===== src/rtl/regfile_muxrd.sv =====
// regfile_muxrd: register bank with muxn-selected read ports, one write port and a sequential clear engine.
module muxn #(
  parameter int NB_SEL = 3
) (
  input  logic [2**NB_SEL-1:0] din,
  input  logic [NB_SEL-1:0]    sel,
  output logic                 dout
);
  assign dout = din[sel];
endmodule

module regfile_muxrd #(
  parameter int NB_SEL   = 3,
  parameter int WIDTH    = 8,
  parameter int ZERO_REG = 1,
  parameter int BYPASS   = 1
) (
  input  logic              clk,
  input  logic              rst_n,
  input  logic              wr_en,
  input  logic [NB_SEL-1:0] wr_addr,
  input  logic [WIDTH-1:0]  wr_data,
  input  logic [NB_SEL-1:0] rd_addr_a,
  input  logic [NB_SEL-1:0] rd_addr_b,
  output logic [WIDTH-1:0]  rd_data_a,
  output logic [WIDTH-1:0]  rd_data_b,
  input  logic              clr_req,
  output logic              busy,
  output logic              clr_done
);
  localparam int N = 2**NB_SEL;
  localparam logic [NB_SEL-1:0] LAST = NB_SEL'(N - 1);
  typedef enum logic [1:0] {IDLE, CLEAR, DONE} state_t;
  state_t state, state_nx;
  logic [NB_SEL-1:0] cnt;
  logic [WIDTH-1:0] mem [N];
  logic [N-1:0] col [WIDTH];
  logic [WIDTH-1:0] mux_a, mux_b;
  logic wr_ok;
  // Register 0 is never written when hardwired, so it reads 0 through the mux as well.
  assign wr_ok = wr_en && state == IDLE && !(ZERO_REG != 0 && wr_addr == '0);
  always_ff @(posedge clk or negedge rst_n) begin
    if (!rst_n) begin
      state <= IDLE;
      cnt <= '0;
    end else begin
      state <= state_nx;
      cnt <= (state == CLEAR) ? cnt + 1'b1 : '0;
    end
  end
  always_comb begin
    state_nx = state;
    state_nx = (state == IDLE)  ? (clr_req ? CLEAR : IDLE) :
               (state == CLEAR) ? ((cnt == LAST) ? DONE : CLEAR) : IDLE;
  end
  always_ff @(posedge clk or negedge rst_n) begin
    if (!rst_n) begin
      for (int i = 0; i < N; i++) mem[i] <= '0;
    end else if (state == CLEAR) begin
      mem[cnt] <= '0;
    end else if (wr_ok && !clr_req) begin
      mem[wr_addr] <= wr_data;
    end
  end
  for (genvar b = 0; b < WIDTH; b++) begin : g_bit
    for (genvar i = 0; i < N; i++) begin : g_col
      assign col[b][i] = mem[i][b];
    end
    muxn #(.NB_SEL(NB_SEL)) u_mux_a (.din(col[b]), .sel(rd_addr_a), .dout(mux_a[b]));
    muxn #(.NB_SEL(NB_SEL)) u_mux_b (.din(col[b]), .sel(rd_addr_b), .dout(mux_b[b]));
  end
  assign rd_data_a = (BYPASS != 0 && wr_ok && rd_addr_a == wr_addr) ? wr_data : mux_a;
  assign rd_data_b = (BYPASS != 0 && wr_ok && rd_addr_b == wr_addr) ? wr_data : mux_b;
  assign busy = state == CLEAR;
  assign clr_done = state == DONE;
endmodule


===== config.mk =====
export PLATFORM = sky130hd
export DESIGN_NAME = regfile_muxrd
export DESIGN_NICKNAME = d
export VERILOG_FILES = /design/src/rtl/regfile_muxrd.sv
export SDC_FILE = /design/constraint.sdc
export NUM_CORES = 1
export LEC_CHECK = 0
export CORE_ASPECT_RATIO = 1.4
export CORE_MARGIN = 1.5
export CORE_UTILIZATION = 60
export CTS_CLUSTER_DIAMETER = 40
export DETAILED_ROUTE_END_ITERATION = 7
export GPL_ROUTABILITY_DRIVEN = 0
export GPL_TIMING_DRIVEN = 1
export PLACE_DENSITY = 0.82
export REMOVE_ABC_BUFFERS = 1
export SLEW_MARGIN = 20
export SYNTH_ARGS = -nofsm -noshare
export SYNTH_HDL_FRONTEND = slang
export SYNTH_SLANG_ARGS = --single-unit

===== constraint.sdc =====
create_clock -name clk -period 3.9 [get_ports clk]
set_input_delay 1.17 -clock clk [delete_from_list [all_inputs] [get_ports clk]]
set_output_delay 1.17 -clock clk [all_outputs]
set_load 0.01 [all_outputs]

# After elaboration in Yosys (flattened, before gate mapping)
# Cells that the tools add are included.
[op_classes]
reduce_logical = 12
add_sub_neg = 1
n_eq_ne = 5
mux = 46
magnitude_cmp = 6
bitwise_logic = 4
[ops]
columns = ["operator", "n"]
rows = [
  ["$mux W64", 2],
  ["$and A64 B64 Y64", 1],
  ["$bwmux W64", 1],
  ["$not A64 Y64", 1],
  ["$bmux W1 S3", 16],
  ["$demux W8 S3", 2],
  ["$mux W8", 4],
  ["$mux W1", 17],
  ["$ge A4 B4 Y1 const B", 2],
  ["$lt A3 B4 Y1 const B", 2],
  ["$lt A4 B1 Y1 const B", 2],
  ["$not A3 Y4", 2],
  ["$logic_and A1 B1 Y1", 7],
  ["$eq A3 B3 Y1", 2],
  ["$mux W2", 3],
  ["$add A3 B1 Y3 const B", 1],
  ["$eq A3 B3 Y1 const B", 1],
  ["$logic_not A3 Y1", 1],
  ["$mux W3", 1],
  ["$eq A2 B1 Y1 const B", 1],
  ["$eq A2 B2 Y1 const B", 1],
  ["$logic_not A1 Y1", 2],
  ["$logic_not A2 Y1", 1],
  ["$reduce_bool A2 Y1", 1],
]
[totals]
register_bits = 69
output_inout_bits = 18
input_bits = 21
wordCells = 84

# Longest topological paths before layout
# Gate-level depths: netlist of run 1.
[logic_depth]
ltp_word = 8
mapped_depth = 7
mapped_depth_nobuf = 4

# Hierarchy
# Synthesis of run 1 repeated with hierarchy kept, for this count alone.
[unflattened]
hier_cells = 292
hier_area_um2 = 4131.5
[modules_own_cells]
columns = ["module", "seq_area_each_um2", "cells_per_inst", "area_each_um2", "instances"]
rows = [
  ["regfile_muxrd", 1726.7, 244, 3110.5, 1],
  ["muxn", 0.0, 3, 63.8, 16],
]

# Worst setup path before layout of run 1
# No wires, ideal clock.
[synth_path]
path_kind = "input to output"
from = "in rd_addr_a[0]"
to = "out rd_data_a[6]"
setup_slack_ns = 0.467
cell_stages = 5
required_time_ns = 2.730
t_arrival_ns = 2.263
n_path_buf = 2
path_cell_list = "buf_6 -> buf_4 -> mux4_2 -> mux2i_1 -> mux2i_1"
[synth_via]
elab_chain_cells = 3
word_cells_on_any_way = 5
cone_classes = "eq/ne: 1; mux: 3; reduce/logical: 1"
[synth_rtl]
columns = ["item", "line_no", "text"]
rows = [
  ["start, declared", "23", "input logic [NB_SEL-1:0] rd_addr_a,"],
  ["$bmux W1 S3 / $eq A3 B3 Y1 (equally long branches)", "9, 72", ""],
  ["$mux W1 (not written as such) / $logic_and A1 B1 Y1 (equally long branches)", "9, 72", ""],
  ["$mux W8 *", "72", "assign rd_data_a = (BYPASS != 0 && wr_ok && rd_addr_a == wr_addr) ? wr_data : mux_a;"],
  ["end, declared", "25", "output logic [WIDTH-1:0] rd_data_a,"],
]
# Every way passes the cells marked *; elsewhere a longest branch is shown, timed or not. The select of a mux whose other input is x is not followed.

# Worst setup path in the final report of run 1
[layout_path]
from = "in wr_addr[0]"
to = "out rd_data_b[2]"
[layout_via]
elab_chain_cells = 5
word_cells_on_any_way = 6
cone_classes = "eq/ne: 1; mux: 1; reduce/logical: 4"
[layout_rtl]
columns = ["item", "line_no", "text"]
rows = [
  ["start, declared", "21", "input logic [NB_SEL-1:0] wr_addr,"],
  ["$logic_not A3 Y1", "41", "assign wr_ok = wr_en && state == IDLE && !(ZERO_REG != 0 && wr_addr == '0);"],
  ["$logic_not A1 Y1", "41", ""],
  ["$logic_and A1 B1 Y1", "41", ""],
  ["$logic_and A1 B1 Y1 *", "73", "assign rd_data_b = (BYPASS != 0 && wr_ok && rd_addr_b == wr_addr) ? wr_data : mux_b;"],
  ["$mux W8 *", "73", ""],
  ["end, declared", "26", "output logic [WIDTH-1:0] rd_data_b,"],
]
# Every way passes the cells marked *; elsewhere a longest branch is shown, timed or not.

==> impl_summary.log, run 1 <==
INFO  metric finalWorstPathRequiredPeriod = 3.870 ns
INFO  metric achievable-frequency = between 200 and 300 MHz
INFO  metric port_buffers = 38
INFO  metric async_reset_ff_frac = 1.000
INFO  metric row_count = 34
INFO  metric result_of_the_run = finished clean
INFO  metric synth.lib_cells_used.distinct = 35
INFO  metric leakagePower = about 2.2 nW
INFO  metric number_of_enable_type_register_cells_in_the_synthesized_netlist = 0
INFO  metric worst_setup_path_end_kind = output port
INFO  metric maxCapViolations = 0
INFO  metric vias = between 3,000 and 4,000
INFO  metric die_y = roughly 100 um
INFO  metric fin_crit_sh = 0.9923
INFO  metric cts_inserted_buffers = 9
INFO  metric crit_start = wr_addr[0]
INFO  metric worst-r2r-cell-count = 4
INFO  metric detail_route.wirelength = roughly 12 mm
INFO  metric die-width = between 70 and 80 um
INFO  metric totalPowerFinal = approximately 2.7 mW
INFO  metric reg2reg_slack = 1.95 ns
INFO  metric maximum_resistive_drop_on_vdd = between 0.5 and 0.6 mV
INFO  metric first_pass_grt_wire_length = between 15 and 20 mm
INFO  metric pin_count = 39
INFO  metric grt_start_max_net_pins = 51
INFO  metric wl_per_cell = 25.03 um
INFO  metric num-fill-cells = approximately 410
INFO  metric finish_stage_setup_viols = 0
INFO  metric antenna_found_initial = 0
INFO  metric dpl.hpwl = between 7 and 8 mm
INFO  metric syn_avg_cell_area = about 12 sq um
INFO  metric root_buffer = sky130_fd_sc_hd__clkbuf_8
INFO  metric utilization = 0.7607
INFO  metric antennaDiodeCount = 0
INFO  metric flip_flop_and_latch_count_after_synthesis = between 60 and 70
INFO  metric pwrdens = 561.5 nW/um^2
INFO  metric finalNetCount = slightly above 400
INFO  metric maxSlewViolCount = 0
INFO  metric reg2reg_from = state[0]
INFO  metric final_layout_size_suffix_gt1_frac = 0.2519
INFO  metric crit_required = approximately 2.7 ns
INFO  metric syn_inst = 331
INFO  metric mappedNetlistArea = a little under 4000 sq um
INFO  metric cts_max_path_buffers = 2
INFO  metric hp-class = register to register
INFO  metric first_iter_violations = slightly below 400
INFO  metric avgViaCountPerCell = approximately 7
INFO  metric gr-usage-all-layers = 0.3436
INFO  metric tritoncts_num_sinks = 69
INFO  metric die_area = 7118 sq um
INFO  metric area.growth.synth_to_final = 20.68%
INFO  metric crit_path_end = rd_data_b[2]
INFO  metric seq_area_frac_synth = 0.4351
INFO  metric htreeDepth = 3
INFO  metric first_global_vias = 3,393
INFO  metric worst_pin_slew = about 1.1 ns
INFO  metric clkSlewWorstSetupHoldPaths = roughly 0.07 ns
INFO  metric core-area = 6296 sq um
INFO  metric holdBufCountCts = 0
INFO  metric antenna_violating_nets_post_route = 0
INFO  metric maxSlewHeadroom = 0.2793
INFO  metric cts_tree = done
INFO  metric worstSkewPairLatency = ~0.36 ns
INFO  metric synthFlopType = sky130_fd_sc_hd__dfrtp_1
INFO  metric ys.warnings.count = 0
INFO  metric worst_r2r_endpoint = col[39]
INFO  metric final_hold_viol_count = 0
INFO  metric startpoint_type = input port
INFO  metric globalRouteOverflowTotal = 0
INFO  metric initial_utilization = 0.6304
INFO  metric clock_skew = between 0.006 and 0.007 ns
INFO  metric grt_setup_unrepaired = false
INFO  metric post-route-worst-setup-slack = 0.03013 ns
INFO  metric dpl_worst_slack = -0.4784 ns
INFO  metric path_class = input port to output port
INFO  metric drc = 0
INFO  metric critPathMaxFanout = 4
INFO  metric drt-pass1-iter-count = 7
INFO  metric arrival = 2.70 ns
critical path: stages:
cell,delay (ns)
sky130_fd_sc_hd__dlygate4sd2_1,0.32
sky130_fd_sc_hd__o31a_4,0.41
sky130_fd_sc_hd__buf_4,0.15
sky130_fd_sc_hd__nand4_4,0.08
sky130_fd_sc_hd__buf_6,0.14
sky130_fd_sc_hd__mux2i_1,0.18
sky130_fd_sc_hd__clkdlybuf4s15_1,0.25
logic make-up after synthesis:
family,share of synthesized area
fa+ha+maj,0.006304
buf+inv,0.03877
mux,0.2623
xor+xnor,0.01324
flops,0.4351
simple gates,0.1308
compound gates,0.1135
final cells by class:
| cell class | count | area [sq um] | share of cell area |
|---|---|---|---|
| Sequential cell | 69 | 1727 | 0.3605 |
| Timing Repair Buffer | 66 | 623.1 | 0.1301 |
| Tap cell | 72 | 90.09 | 0.01881 |
| Inverter | 9 | 33.78 | 0.007053 |
| Clock inverter | 4 | 47.55 | 0.009927 |
| Clock buffer | 11 | 151.4 | 0.03161 |
| Multi-Input combinational cell | 234 | 2117 | 0.4420 |
layer usage:
metal | global-route usage | up-vias | share of wire
met5 | 0 | - | 0
met4 | 0.1640 | 0 | 0.056
met3 | 0.09017 | 60 | 0.097
met2 | 0.5577 | 232 | 0.50
met1 | 0.4279 | 1615 | 0.35
li1 | - | 1347 | -
worst min-delay path by stage:
stage	from	cells past startpoint	to
3_3_place_gp	col[59]	2	col[59]
4_1_cts	col[3]	2	col[3]
2_1_floorplan	col[1]	2	col[1]
3_5_place_dp	col[3]	2	col[3]
6_report	col[3]	2	col[3]
5_1_grt	col[4]	1	col[4]
registers in the layout, summed over array words and instances, names as in the netlist:
signal,count
cnt,3
col,64
state,2
synth_stat cells, types with 2 or more instances:
| master | n | area (sq um) |
|---|---|---|
| sky130_fd_sc_hd__xnor2_1 | 6 | 52.55 |
| sky130_fd_sc_hd__dfrtp_1 | 69 | 1727 |
| sky130_fd_sc_hd__nand2_1 | 53 | 198.9 |
| sky130_fd_sc_hd__buf_2 | 12 | 60.06 |
| sky130_fd_sc_hd__buf_4 | 3 | 22.52 |
| sky130_fd_sc_hd__nor2_1 | 5 | 18.77 |
| sky130_fd_sc_hd__a22o_1 | 8 | 70.07 |
| sky130_fd_sc_hd__buf_6 | 3 | 33.78 |
| sky130_fd_sc_hd__nor2b_1 | 6 | 37.54 |
| sky130_fd_sc_hd__and2_1 | 11 | 68.82 |
| sky130_fd_sc_hd__nand4_4 | 2 | 42.54 |
| sky130_fd_sc_hd__inv_1 | 9 | 33.78 |
| sky130_fd_sc_hd__o21ai_1 | 3 | 15.01 |
| sky130_fd_sc_hd__o21ai_0 | 37 | 185.2 |
| sky130_fd_sc_hd__ha_1 | 2 | 25.02 |
| sky130_fd_sc_hd__and3b_1 | 2 | 17.52 |
| sky130_fd_sc_hd__mux2i_1 | 32 | 320.3 |
| sky130_fd_sc_hd__nor3b_2 | 3 | 37.54 |
| sky130_fd_sc_hd__o2bb2ai_1 | 8 | 70.07 |
| sky130_fd_sc_hd__nand3_1 | 9 | 45.04 |
| sky130_fd_sc_hd__a32oi_2 | 3 | 48.80 |
| sky130_fd_sc_hd__mux4_2 | 32 | 720.7 |
cell usage in the layout (no fill, tap or decap), types with 8 or more instances in the layout:
master                            count
sky130_fd_sc_hd__mux2i_1             32
sky130_fd_sc_hd__dlygate4sd2_1       14
sky130_fd_sc_hd__o21ai_0             37
sky130_fd_sc_hd__and2_1              11
sky130_fd_sc_hd__nand3_1              9
sky130_fd_sc_hd__buf_4               20
sky130_fd_sc_hd__nand2_1             53
sky130_fd_sc_hd__mux4_2              32
sky130_fd_sc_hd__clkdlybuf4s50_1     12
sky130_fd_sc_hd__o2bb2ai_1            8
sky130_fd_sc_hd__inv_1                9
sky130_fd_sc_hd__dfrtp_1             69
sky130_fd_sc_hd__clkbuf_8            11
sky130_fd_sc_hd__a22o_1               8
where the power goes:
part	switching (mW)	internal, mW	leakage (nW)
combinational	0.520	0.445	1.21
sequential	0.205	0.921	0.939
clock	0.274	0.324	0.101
repair_timing:
action,CTS,global route
gates cloned,2,1
buffers inserted,3,0
resized for setup,44,16
setup endpoints to repair,16,10
metrics by stage:
step,TNS (ns),instance area (sq um),std cells,hold slack [ns]
2_1_floorplan,0,3849,312,0.4609
3_3_place_gp,-6.943,4504,444,0.4756
3_5_place_dp,-7.062,4504,444,0.4935
4_1_cts,-0.03366,4803,464,0.5086
5_1_grt,0,4790,465,0.5285
6_report,0,4790,465,0.5125
(Power assumes the default switching activity.)
==> inputs of run 2 (changes only) <==
Settings changed: CORE_UTILIZATION 60 to 57, PLACE_DENSITY 0.82 to 0.8, TNS_END_PERCENT set to 20.
Clock period 3.9 ns to 4.4 ns, I/O delays scaled along.
==> run 2 against run 1 <==
Register-to-register slack gained 0.32 ns. Flip-flop and latch count unchanged. Final area shrank 0.24%.
==> impl_summary.log, run 2 (synthesis gave the netlist of run 1 again) <==
INFO  metric worst_hold_path_depth = 2 (unchanged)
INFO  metric largest_register_ff_count = 64 (unchanged)
INFO  metric avgViaCountPerCell = 6.480 (-7.4%)
INFO  metric worst-r2r-cell-count = 4 (unchanged)
INFO  metric layout.cells.most_common_list = sky130_fd_sc_hd__dfrtp_1, sky130_fd_sc_hd__nand2_1, sky130_fd_sc_hd__o21ai_0, sky130_fd_sc_hd__mux4_2, sky130_fd_sc_hd__mux2i_1
INFO  metric reg2reg_slack = 2.27 ns (+0.32 ns)
INFO  metric pwrdens = 499.7 nW/um^2 (-11%)
INFO  metric die_y = 101.7 um (+2.5%)
INFO  metric grt_start_max_net_pins = 50 (-2.0%)
INFO  metric leakagePower = 2.224 nW (-1.1%)
INFO  metric area.growth.synth_to_final = 20.40%
INFO  metric antenna_found_initial = 0 (unchanged)
INFO  metric startpoint_type = input port
INFO  metric initial_utilization = 0.5962 (-0.03413)
INFO  metric first_iter_violations = 356 (-9.0%)
INFO  metric antennaDiodeCount = 0 (unchanged)
INFO  metric achievable-frequency = about 230 MHz
INFO  metric die_area = 7479 sq um (+5.1%)
INFO  metric maxSlewViolCount = 0 (unchanged)
INFO  metric worst_pin_slew = 0.9494 ns (-0.1269 ns)
INFO  metric crit_buf_inv = 4 (unchanged)
INFO  metric mostFrequentLayoutCell = sky130_fd_sc_hd__dfrtp_1
INFO  metric path_class = input port to output port
INFO  metric die-width = 73.52 um (+2.5%)
INFO  metric clkSlewWorstSetupHoldPaths = 0.07 ns (about the same)
INFO  metric htreeDepth = 3 (unchanged)
INFO  metric arrival = 3.04 ns (+0.34 ns)
INFO  metric total_neg_setup_slack = 0 ns (unchanged)
INFO  metric worst_setup_path_end_kind = output port
INFO  metric dpl.hpwl = 7.218 mm (-0.86%)
INFO  metric num-fill-cells = 472 (+15%)
INFO  metric globalRouteOverflowTotal = 0 (unchanged)
INFO  metric final_hold_viol_count = 0 (unchanged)
INFO  metric pin_count = 39 (unchanged)
INFO  metric finish.instance_area = 4778 sq um (-0.24%)
INFO  metric clock_skew = 0.01218 ns (+0.005429 ns)
INFO  metric cts_max_path_buffers = 2 (unchanged)
INFO  metric maxSlewHeadroom = 0.3657 (+0.08643)
INFO  metric cpMaxStageDelayCell = sky130_fd_sc_hd__clkdlybuf4s50_1
INFO  metric detail_route.wirelength = 11.08 mm (-4.8%)
INFO  metric worstSkewPairLatency = 0.36 ns (about the same)
INFO  metric cts_inserted_buffers = 9 (unchanged)
INFO  metric critPathTopFamily = buffers and inverters
INFO  metric gr-usage-all-layers = 0.3289 (-0.01476)
INFO  metric place_inst = 462 (+4.1%)
INFO  metric final_layout_size_suffix_gt1_frac = 0.2314 (-0.02055)
INFO  metric result_of_the_run = finished clean
INFO  metric hp-class = register to register
INFO  metric worst_path_cell_trace = clkdlybuf4s50_1 > o31a_2 > buf_4 > nand4_4 > buf_4 > mux2i_1 > clkbuf_2
INFO  metric finish_stage_setup_viols = 0 (unchanged)
INFO  metric vias = 3,117 (-4.2%)
INFO  metric maxCapViolations = 0 (unchanged)
INFO  metric critPathMaxFanout = 5 (+1)
INFO  metric maximum_resistive_drop_on_vdd = 0.4014 mV (-24%)
INFO  metric crit_required = 3.08 ns (+0.35 ns)
INFO  metric critical-path-top-cell-by-count = sky130_fd_sc_hd__buf_4
INFO  metric port_buffers = 38 (unchanged)
INFO  metric fin_crit_sh = 0.9904
INFO  metric core-area = 6656 sq um (+5.7%)
INFO  metric wp_depth = 7 (unchanged)
INFO  metric cts_tree = done
INFO  metric multiInputGateArea = 2098 sq um (-0.89%)
INFO  metric first_pass_grt_wire_length = 17.24 mm (-3.2%)
INFO  metric tritoncts_num_sinks = 69 (unchanged)
INFO  metric antenna_violating_nets_post_route = 0 (unchanged)
INFO  metric row_count = 35 (+2.9%)
INFO  metric finalNetCount = 407 (-1.2%)
INFO  metric finalWorstPathRequiredPeriod = roughly 4.4 ns
INFO  metric root_buffer = sky130_fd_sc_hd__clkbuf_8
INFO  metric drt-pass1-iter-count = 5 (-2)
INFO  metric post_dp_cell_area = 4539 sq um (+0.78%)
INFO  metric drc = 0 (unchanged)
INFO  metric finish.cell_count_without_fillers = 481 (+3.4%)
INFO  metric timing.critical_path.slowest_cell_delay = 0.49 ns (+0.08 ns)
INFO  metric final-seq-area = 1727 sq um (unchanged)
INFO  metric final.hold.worst_slack = 0.5006 ns (-0.01196 ns)
INFO  metric first_global_vias = 3,242 (-4.5%)
INFO  metric grt_setup_unrepaired = false
INFO  metric wl_per_cell = 23.04 um (-8.0%)
run 2: cell types whose count changed in the layout (fill, tap and decap cells not counted), sizes merged:
cell | before | now
clkdlybuf4s15 | 2 | 1
bufbuf | 0 | 2
clkbuf | 18 | 20
dlygate4sd2 | 14 | 11
dlymetal6s2s | 0 | 1
clkinv | 2 | 1
clkdlybuf4s50 | 12 | 16
buf | 31 | 22
bufinv | 1 | 2
run 2: layer usage:
layer,vias up,track usage,wire (um)
met5,-,0,0
met4,0,0.1937,390
met3,34,0.06965,902
met2,183,0.5357,5838
met1,1550,0.3996,3950
li1,1350,-,-
run 2: path summary, 6_finish.rpt:
path / start / endpoint
worst max-delay path: wr_addr[1] / rd_data_b[5]
worst min-delay path: col[43] / col[43]
worst max register to register: state[0] / col[54]
worst min register to register: col[43] / col[43]
max in group asynchronous: rst_n / col[53]
min in group asynchronous: rst_n / col[8]
run 2: timing repair:
| action | CTS | global route |
|---|---|---|
| hold buffers | 0 | 0 |
| gates resized for setup | 22 | 18 |
| buffers inserted | 0 | 1 |
| pin swaps | 1 | 0 |
| endpoints found under the setup margin | 16 | 13 |
| gates cloned | 2 | 0 |
run 2: metrics by stage:
| stage | util | power (mW) | worst slack (ns) |
|---|---|---|---|
| final | 0.7179 | 2.388 | 0.04223 |
| after global routing | 0.7179 | 2.508 | 0.002065 |
| after CTS | 0.7207 | 2.375 | -0.1580 |
| after detailed placement | 0.6820 | 1.837 | -0.3164 |
| after global placement | 0.6820 | 1.792 | -0.2559 |
| after floorplan | - | 1.461 | 0.9062 |
run 2: worst register-to-register path, stage by stage (launching register included):
cell and delay (ns):
sky130_fd_sc_hd__dfrtp_1 0.51, sky130_fd_sc_hd__nor3b_4 0.27, sky130_fd_sc_hd__nand4_1 0.69, sky130_fd_sc_hd__nand3_1 0.38, sky130_fd_sc_hd__o21ai_0 0.14
run 2: area by class of cell:
cell class | count | share of cell area
clock buffer | 12 | 0.02828
tap | 92 | 0.02409
multi-input combinational | 234 | 0.4391
sequential | 69 | 0.3614
inverter | 9 | 0.007070
timing repair buffer | 61 | 0.1249
clock inverter | 4 | 0.01519
run 2: power by group:
part           switching [mW]  total, mW  internal (mW)
combinational           0.453      0.840          0.388
clock                   0.243      0.562          0.319
sequential              0.169      0.985          0.816
total                   0.865       2.39           1.52
==> patch: new RTL, flow settings as in run 2 <==
Set the parameter `BYPASS` to 0 (it was 1).
--- a/src/rtl/regfile_muxrd.sv
+++ b/src/rtl/regfile_muxrd.sv
@@ -15,3 +15,3 @@
   parameter int ZERO_REG = 1,
-  parameter int BYPASS   = 1
+  parameter int BYPASS   = 0
 ) (
Check against the original RTL: not equivalent (Yosys sat finds a counterexample within 4 cycles, from zero or initial values and one cycle with rst_n low).
==> patch against run 2 <==
Final area down 2.6%; area after synthesis up 2.8%; sequential cell count is the same; wire length decreased by 12%; sequential power decreased by 6.0%; clock power down 7.8%; setup slack better by 0.020 ns; total power fell by 9.4%; critical path type unchanged; critical endpoint is now rd_data_b[6]; largest power group unchanged.
==> patch: results (changes against run 2) <==
| Metric | Value |
|---|---|
| Post-synthesis cell type count | `34 (-2.9%)` |
| Share of power burned in registers | `42.8% (+1.6 points)` |
| Sequential area share after synthesis | `42.3% (-1.2 points)` |
| 1st-iter DRT viols | `322 (-9.6%)` |
| Port Buffers | `38 (unchanged)` |
| Largest net degree at the start of global routing | `47 (-6.0%)` |
| TritonRoute pass-1 iters | `4 (-1)` |
| Worst hold stages | `1 (-1)` |
| Via Count | `2718 (-13%)` |
| Routed wire length | `9800 um (-12%)` |
| Status | `completed` |
| CP Max Fanout | `8 (+3)` |
| Top cells by area, synth | `dfrtp_1 42%, mux4_1 19%, mux2i_1 7.8%` |
| CP max-delay cell | `mux4_1` |
| Critical path launch point | `rd_addr_b[0]` |
| Leak | `2.46 nW (+11%)` |
| WHS | `0.503 ns (+0.00231 ns)` |
| Layout cells sized above 1 | `17.4% (-5.7 points)` |
| Reg2Reg Capture Point | `col[9]$_DFFE_PN0P_` |
| Leading cell type by number of instances after synthesis | `dfrtp_1` |
| CP max stage delay | `0.56 ns (+0.07 ns)` |
| Slew of the pin with the lowest slew margin | `0.727 ns (-0.223 ns)` |
| Worst r2r src | `state[1]$_DFF_PN0_` |
| Final Skew | `0.00649 ns (-0.00569 ns)` |
| First-pass GRT wire length | `15400 um (-10%)` |
| WHS Endpoint | `col[16]$_DFFE_PN0P_` |
| Worst r2r path cells | `3 (-1)` |
| Gate power share | `33.2% (-2.0 points)` |
| Worst EP arrival | `3.02 ns (-0.02 ns)` |
| Vias in the first global route | `2792 (-14%)` |
| H-tree levels | `3 (unchanged)` |
| Internal cell power | `0.00140 W (-8.2%)` |
| # diodes | `0 (unchanged)` |
| Syn. warnings | `0 (unchanged)` |
| Asr flop ratio synth | `100% (unchanged)` |
| Clk slew on worst S/H paths | `0.07 ns (about the same)` |
| P_seq | `0.000926 W (-6.0%)` |
| Number of flip-flops in the largest register | `64 (unchanged)` |
| Commonest cells in the synthesized netlist | `69 x dfrtp_1, 32 x mux2i_1, 32 x o21ai_0` |
| HPWL after DPL | `6240 um (-14%)` |
| Worst Hold Launch | `col[16]$_DFFE_PN0P_` |
| Pre-CTS setup slack | `-0.266 ns (+0.0508 ns)` |
| Fin nets | `339 (-17%)` |
| HP Class | `flop to flop` |
| CP delay by family, top | `buffers and inverters` |
| R2R setup slack | `2.40 ns (+0.13 ns)` |
| Worst IR drop on VDD | `0.388 mV (-3.5%)` |
| GRT Total Usage | `28.5% (-4.4 points)` |
## patch: cell types whose count changed after synthesis, sizes merged, moves of 5 or more
cell	run 2	this run
mux2	0	16
o21ai	40	32
nor2b	7	2
o2bb2ai	8	0
a22o	8	24
clkbuf	1	8
buf	18	30
nand3	9	0
xnor2	6	0
nand2	53	2
## patch: logic make-up (layout without fill, tap and decap cells)
kind of cell / count (synthesis) / in the layout / share of synthesized area, %
fa+ha+maj: 2 / 2 / 0.613
buf+inv: 47 / 75 / 7.33
compound gates: 60 / 60 / 10.2
mux: 80 / 80 / 32.7
flops: 69 / 69 / 42.3
simple gates: 35 / 35 / 6.90
## patch: layout make-up
class	count	area (um2)
clock buffers	11	141
clock inverters	5	50.0
fillers	546	2280
inverters	9	33.8
multi-input cells	177	2060
flip-flops and latches	69	1730
well taps	95	119
repair buffers	50	529
## patch: layer usage
metal	vias up	routed length, um	GRT usage, %
met1	1431	4040	38.1
met2	95	4930	46.1
met5	-	0	0
met3	15	602	4.89
li1	1177	-	-
met4	0	236	11.9
## patch: what timing repair did
action / in CTS / in global routing
endpoints found under the setup margin: 16 / 1
buffers inserted: 0 / 0
gates cloned: 2 / 0
resized for setup: 19 / 1
## patch: worst max-delay path by stage
stage	endpoint	slack, ns	cells past startpoint
global placement	rd_data_b[6]	-0.25	5
finish	rd_data_b[6]	0.06	5
global route	rd_data_b[1]	0.009	5
floorplan	rd_data_a[0]	0.96	2
detailed placement	rd_data_a[1]	-0.27	5
CTS	rd_data_a[6]	0.004	5
## patch: per-stage QoR
stage | std cells | area, um2 | util [%]
6_report | 416 | 4660 | 67.1
3_3_place_gp | 398 | 4410 | 63.6
2_1_floorplan | 255 | 3820 | -
4_1_cts | 416 | 4650 | 67.1
5_1_grt | 416 | 4660 | 67.1
3_5_place_dp | 398 | 4410 | 63.6
